`config.mk`:
```
export PLATFORM = sky130hd
export DESIGN_NAME = uart_tx_param
export DESIGN_NICKNAME = d
export VERILOG_FILES = /design/src/rtl/uart_pkg.sv /design/src/rtl/sync_fifo.sv /design/src/rtl/uart_tx_param.sv
export SDC_FILE = /design/constraint.sdc
export NUM_CORES = 1
export LEC_CHECK = 0
export ABC_CLOCK_PERIOD_IN_PS = 7200
export CAP_MARGIN = 15
export CORE_AREA = 5 5 118 120
export DETAILED_ROUTE_END_ITERATION = 16
export DIE_AREA = 0 0 123 125
export HOLD_SLACK_MARGIN = 0.15
export PLACE_DENSITY = 0.77
export SLEW_MARGIN = 20
export SYNTH_ARGS = -nofsm -noshare
export SYNTH_HDL_FRONTEND = slang
export SYNTH_HIERARCHICAL = 1
export SYNTH_SLANG_ARGS = --single-unit
```
`constraint.sdc`:
```
create_clock -name Clk -period 7.2 [get_ports Clk]
set_input_delay 1.44 -clock Clk [delete_from_list [all_inputs] [get_ports Clk]]
set_output_delay 1.44 -clock Clk [all_outputs]
set_load 0.01 [all_outputs]
```
`src/rtl/uart_pkg.sv`:
```
// rtl/uart_pkg.sv - shared encodings and helpers for the UART transmitter
package uart_pkg;

    typedef enum logic [2:0] {
        ST_IDLE   = 3'd0,
        ST_START  = 3'd1,
        ST_DATA   = 3'd2,
        ST_PARITY = 3'd3,
        ST_STOP   = 3'd4
    } tx_state_e;

    localparam int PARITY_NONE = 0;
    localparam int PARITY_EVEN = 1;
    localparam int PARITY_ODD  = 2;

    // Narrow words are zero-extended by the caller; zeros do not change the XOR.
    function automatic logic parity_bit(input logic [7:0] data, input int mode);
        return (^data) ^ (mode == PARITY_ODD);
    endfunction

endpackage

```
`src/rtl/sync_fifo.sv`:
```
// rtl/sync_fifo.sv - single-clock FIFO with first-word-fall-through read data
module sync_fifo #(
    parameter int WIDTH = 8,
    parameter int DEPTH = 16
) (
    input  logic                     clk,
    input  logic                     reset,
    input  logic                     wr_valid,
    input  logic [WIDTH-1:0]         wr_data,
    output logic                     wr_ready,
    input  logic                     rd_en,
    output logic [WIDTH-1:0]         rd_data,
    output logic                     empty,
    output logic [$clog2(DEPTH):0]   level
);

    localparam int AW = $clog2(DEPTH);

    logic [WIDTH-1:0] mem_q [DEPTH];
    logic [AW-1:0]    wr_ptr_q, wr_ptr_d;
    logic [AW-1:0]    rd_ptr_q, rd_ptr_d;
    logic [AW:0]      count_q, count_d;
    logic             push, pop;

    assign wr_ready = (count_q != (AW+1)'(DEPTH));
    assign empty    = (count_q == '0);
    assign level    = count_q;
    assign rd_data  = mem_q[rd_ptr_q];
    assign push     = wr_valid && wr_ready;
    assign pop      = rd_en && !empty;

    // Pointers wrap naturally because DEPTH is a power of two.
    always_comb begin
        wr_ptr_d = wr_ptr_q;
        rd_ptr_d = rd_ptr_q;
        count_d  = count_q;
        if (push) wr_ptr_d = wr_ptr_q + AW'(1);
        if (pop)  rd_ptr_d = rd_ptr_q + AW'(1);
        case ({push, pop})
            2'b10:   count_d = count_q + (AW+1)'(1);
            2'b01:   count_d = count_q - (AW+1)'(1);
            default: count_d = count_q;
        endcase
    end

    always_ff @(posedge clk) begin
        if (reset) begin
            wr_ptr_q <= '0;
            rd_ptr_q <= '0;
            count_q  <= '0;
        end else begin
            wr_ptr_q <= wr_ptr_d;
            rd_ptr_q <= rd_ptr_d;
            count_q  <= count_d;
        end
    end

    always_ff @(posedge clk) begin
        if (push) mem_q[wr_ptr_q] <= wr_data;
    end

endmodule

```
`src/rtl/uart_tx_param.sv`:
```
// rtl/uart_tx_param.sv - parameterised UART transmitter with transmit FIFO
module uart_tx_param
    import uart_pkg::*;
#(
    parameter int CLOCK_FREQ   = 50_000_000,
    parameter int BAUD         = 9600,
    parameter int CLKS_PER_BIT = CLOCK_FREQ / BAUD,
    parameter int DATA_BITS    = 8,
    parameter int PARITY       = PARITY_NONE,
    parameter int STOP_BITS    = 1,
    parameter int FIFO_DEPTH   = 16
) (
    input  logic                          Clk,
    input  logic                          Reset,
    input  logic [DATA_BITS-1:0]          in_data,
    input  logic                          in_valid,
    output logic                          in_ready,
    output logic                          uart_tx,
    output logic                          busy,
    output logic                          tx_done,
    output logic [$clog2(FIFO_DEPTH):0]   fifo_level
);

    localparam int CNT_W = $clog2(CLKS_PER_BIT);
    localparam int BIT_W = 3;

    tx_state_e            state_q, state_d;
    logic [CNT_W-1:0]     baud_q, baud_d;
    logic [BIT_W-1:0]     bit_q, bit_d;
    logic [DATA_BITS-1:0] shift_q, shift_d;
    logic                 parity_q, parity_d;
    logic                 tx_q, tx_d;
    logic                 done_q, done_d;
    logic                 busy_q, busy_d;

    logic                 fifo_pop;
    logic                 fifo_empty;
    logic [DATA_BITS-1:0] fifo_rd_data;
    logic                 bit_end;

    sync_fifo #(
        .WIDTH (DATA_BITS),
        .DEPTH (FIFO_DEPTH)
    ) u_fifo (
        .clk      (Clk),
        .reset    (Reset),
        .wr_valid (in_valid),
        .wr_data  (in_data),
        .wr_ready (in_ready),
        .rd_en    (fifo_pop),
        .rd_data  (fifo_rd_data),
        .empty    (fifo_empty),
        .level    (fifo_level)
    );

    assign bit_end = (baud_q == CNT_W'(CLKS_PER_BIT - 1));
    assign uart_tx = tx_q;
    assign tx_done = done_q;
    assign busy    = busy_q;

    always_comb begin
        state_d  = state_q;
        baud_d   = baud_q + CNT_W'(1);
        bit_d    = bit_q;
        shift_d  = shift_q;
        parity_d = parity_q;
        tx_d     = tx_q;
        done_d   = 1'b0;
        fifo_pop = 1'b0;
        busy_d   = (state_q != ST_IDLE) || !fifo_empty;

        case (state_q)
            ST_IDLE: begin
                tx_d   = 1'b1;
                baud_d = '0;
                if (!fifo_empty) begin
                    fifo_pop = 1'b1;
                    shift_d  = fifo_rd_data;
                    parity_d = parity_bit(8'(fifo_rd_data), PARITY);
                    state_d  = ST_START;
                    tx_d     = 1'b0;
                end
            end
            ST_START: begin
                if (bit_end) begin
                    baud_d  = '0;
                    bit_d   = '0;
                    state_d = ST_DATA;
                    tx_d    = shift_q[0];
                end
            end
            ST_DATA: begin
                if (bit_end) begin
                    baud_d = '0;
                    if (bit_q == BIT_W'(DATA_BITS - 1)) begin
                        bit_d = '0;
                        if (PARITY != PARITY_NONE) begin
                            state_d = ST_PARITY;
                            tx_d    = parity_q;
                        end else begin
                            state_d = ST_STOP;
                            tx_d    = 1'b1;
                        end
                    end else begin
                        bit_d   = bit_q + BIT_W'(1);
                        shift_d = shift_q >> 1;
                        tx_d    = shift_q[1];
                    end
                end
            end
            ST_PARITY: begin
                if (bit_end) begin
                    baud_d  = '0;
                    bit_d   = '0;
                    state_d = ST_STOP;
                    tx_d    = 1'b1;
                end
            end
            ST_STOP: begin
                if (bit_end) begin
                    baud_d = '0;
                    if (bit_q == BIT_W'(STOP_BITS - 1)) begin
                        bit_d  = '0;
                        done_d = 1'b1;
                        // Back-to-back frames: pop now so the start bit follows with no gap.
                        if (!fifo_empty) begin
                            fifo_pop = 1'b1;
                            shift_d  = fifo_rd_data;
                            parity_d = parity_bit(8'(fifo_rd_data), PARITY);
                            state_d  = ST_START;
                            tx_d     = 1'b0;
                        end else begin
                            state_d  = ST_IDLE;
                            tx_d     = 1'b1;
                        end
                    end else begin
                        bit_d = bit_q + BIT_W'(1);
                    end
                end
            end
            default: begin
                state_d = ST_IDLE;
                baud_d  = '0;
                tx_d    = 1'b1;
            end
        endcase
    end

    always_ff @(posedge Clk) begin
        if (Reset) begin
            state_q  <= ST_IDLE;
            baud_q   <= '0;
            bit_q    <= '0;
            shift_q  <= '0;
            parity_q <= 1'b0;
            tx_q     <= 1'b1;
            done_q   <= 1'b0;
            busy_q   <= 1'b0;
        end else begin
            state_q  <= state_d;
            baud_q   <= baud_d;
            bit_q    <= bit_d;
            shift_q  <= shift_d;
            parity_q <= parity_d;
            tx_q     <= tx_d;
            done_q   <= done_d;
            busy_q   <= busy_d;
        end
    end

endmodule

```
==> metrics.yaml <==
most-common-layout-cells: "edfxtp_1, nor2_1, dfxtp_1, mux4_2, nand2_1"
gp_congestion: 0.829
first_pass_iters: 5
dieArea_mm2: 0.0154
yosys_register_bits: 175
drive_gt1_share_pct: 16.5
power.density_mw_per_mm2: 345
ys.flop_type: "edfxtp_1"
design_area_mm2: 0.00832
crit_arrival_ns: 4.35
max-slew-margin-rel_pct: 29.3
worstReg2RegStart: "baud_q[7]"
rsz0062_at_grt: "no"
finClkSkew_ns: 0.00785
cp_top_family: "simple AND/OR/NAND/NOR gates"
ctsHtreeMaxLevel: 4
mappedNetlistArea_mm2: 0.00747
drt_iter0_markers: 341
wl_per_cell_um: 20.3
yosys.area.top_type: "edfxtp_1"
fin_setup_tns_ns: 0
peakVddDrop_v: 0.000224
drc: 0
grt_pass1_vias: 4236
clk_pin_slew_worst_paths_ns: 0.06
fmax_ghz: 0.248
crit_required_ns: 7.52
synth_cell_types: 67
initial_core_util_pct: 58.0
startpoint_type: "flip-flop"
ys_async_sr_fraction_pct: 0
clk_latency_ns: 0.43
slew_viol_final: 0
postPlaceCellArea_mm2: 0.00772
synth_compound_area_share_pct: 7.52
yosys.area_share.simple_pct: 9.20
path_max_fanout: 9
yosysWarnings: 6
finalSetupViolCount: 0
cap_violations: 0
synth_xor_area_share_pct: 2.35
core_mm2: 0.0129
ant_nets: 0
slowest_stage: "or4b_4"
num_io_pins: 20
cts_made_buffers: 17
synth_nets: 524
end_kind: "flip-flop"
synthAdderAreaFrac_pct: 2.01
cts.repair.resized: 0
status: "completed"
avgSynthCellArea_um2: 14.9
track_usage_pct: 19.9
fillers: 913
muxShareOfSynthArea_pct: 11.6
p_leak_nw: 2.73
grt_overflow: 0
postCtsSetupBuffers: 0
cts_hold_buf: 0
grt_pass1_wl_um: 22800
antenna_found_initial: 0
port_buffers: 19
nets: 536
dieWidth_um: 123
cts.sinks: 175
min_path_type: "reg2reg"
min_period_over_period_pct: 56.0
num_antenna_cells: 0
mostFrequentLayoutCell: "edfxtp_1"
cts_buffer_depth: 2
hold_violations: 0
synth_edf_count: 128
placementRows: 42
area_delta_synth_final_pct: 11.4
via_per_inst: 6.10
crit_buf_inv: 2
drt_wl_total_um: 14200
power_w: 0.00287
synth-seq-area-share_pct: 64.1
cts_tree: "built"
synth_top_family_by_area: "multiplexers"
min_from: "baud_q[0]"
grt_max_degree: 39
critical_path_class: "reg2reg"
crit_chain: "or4b_4 -> nor3_1 -> nand2b_1 -> a21oi_1 -> o21ai_4 -> inv_1 -> ha_1 -> xor2_1 -> ha_1 -> inv_1 -> a21o_1 -> a221oi_1 -> mux2_1"
syn-instance-count: 501
vias: 4279
tightest_slew_ns: 1.06
synth_top_area_share_pct: 51.5
cts-root-buf: "clkbuf_16"
critPathLaunch: "baud_q[7]"
synthTopCellsByArea: "edfxtp_1, dfxtp_1, mux4_2, nor2_1, ha_1"
die_h_um: 125
dpl.hpwl_um: 9310
cpPeakStageDelay_ns: 0.60
period_needed_ns: 4.03
-- Yosys cell counts (2+ instances only) --
cell type	number
mux4_2	32
nand4_1	5
edfxtp_1	128
buf_1	2
xnor2_1	6
xor2_1	14
o311ai_1	2
or3b_2	3
nor2b_1	3
o211ai_1	4
buf_2	6
nor3_1	12
or4b_4	2
o31ai_1	2
a21oi_1	5
buf_6	6
inv_1	14
mux2_1	2
nand2_1	20
nand3_1	8
nand2b_1	5
a22oi_1	17
and2_1	2
o21a_1	2
or3_1	3
and3_1	5
nor2_1	55
ha_1	12
o21ai_0	4
dfxtp_1	47
a31oi_1	9
clkbuf_8	2
o211ai_2	2
mux2i_1	11
a311oi_1	7
clkbuf_1	11
-- state kept, by name, summed over array words and instances (netlist names), named ones only --
| signal | cells |
|---|---|
| state_q | 3 |
| shift_q | 8 |
| u_fifo/level | 5 |
| baud_q | 13 |
| u_fifo/rd_ptr_q | 4 |
| busy | 1 |
| tx_done | 1 |
| u_fifo/mem_q | 128 |
| bit_q | 3 |
| u_fifo/wr_ptr_q | 4 |
| uart_tx | 1 |
-- final cells by class --
| cell class | count | area (µm²) | area share [%] |
|---|---|---|---|
| Inverter | 15 | 56.3 | 0.677 |
| Timing Repair Buffer | 22 | 213 | 2.56 |
| Multi-Input combinational cell | 282 | 2450 | 29.5 |
| Clock buffer | 18 | 429 | 5.16 |
| Sequential cell | 175 | 4790 | 57.6 |
| Tap cell | 176 | 220 | 2.65 |
| Clock inverter | 14 | 158 | 1.90 |
-- where the power goes --
group	leakage, nW	internal, W	total [W]	switching [W]
clock	0.285	0.000517	0.000905	0.000387
combinational	0.909	0.000318	0.000729	0.000411
sequential	1.54	0.00115	0.00123	0.0000804
total	2.73	0.00199	0.00287	0.000879
-- worst paths after layout --
kind                            slack [ns]               to  cells past startpoint
worst max-delay path                  3.17  u_fifo/level[4]                     13
worst min-delay path                  0.45        baud_q[0]                      1
worst max register to register        3.17  u_fifo/level[4]                     13
worst min register to register        0.45        baud_q[0]                      1
-- worst register-to-register path, cell delays in order (launching register included) --
cell	delay, ns
dfxtp_1	0.36
or4b_4	0.60
nor3_1	0.40
nand2b_1	0.18
a21oi_1	0.52
o21ai_4	0.14
inv_1	0.11
ha_1	0.33
xor2_1	0.19
ha_1	0.21
inv_1	0.07
a21o_1	0.15
a221oi_1	0.31
mux2_1	0.35
-- per-layer routing --
metal	track usage, %	up-vias	part of all wire (%)	wire [µm]
met3	4.74	19	5.3	748
met4	6.71	0	1.8	263
met5	0	-	0	0
li1	-	1966	-	-
met1	26.6	2172	40	5650
met2	32.1	122	53	7560
-- logic make-up (layout without fill, tap and decap cells) --
kind of cell | count (synthesis) | in the layout
flops | 175 | 175
simple gates | 135 | 135
xor+xnor | 20 | 20
compound gates | 69 | 69
fa+ha+maj | 12 | 12
mux | 46 | 46
buf+inv | 44 | 69
-- through the flow --
stage	hold slack (ns)	instances	worst slack [ns]	util, %
after floorplan	0.413	501	3.56	-
after detailed placement	0.442	670	2.90	60.0
after global placement	0.426	670	2.96	59.9
final	0.453	702	3.17	64.6
after global routing	0.471	702	2.83	64.6
after CTS	0.452	702	3.18	64.5
Power figures use the tool's default switching activity.
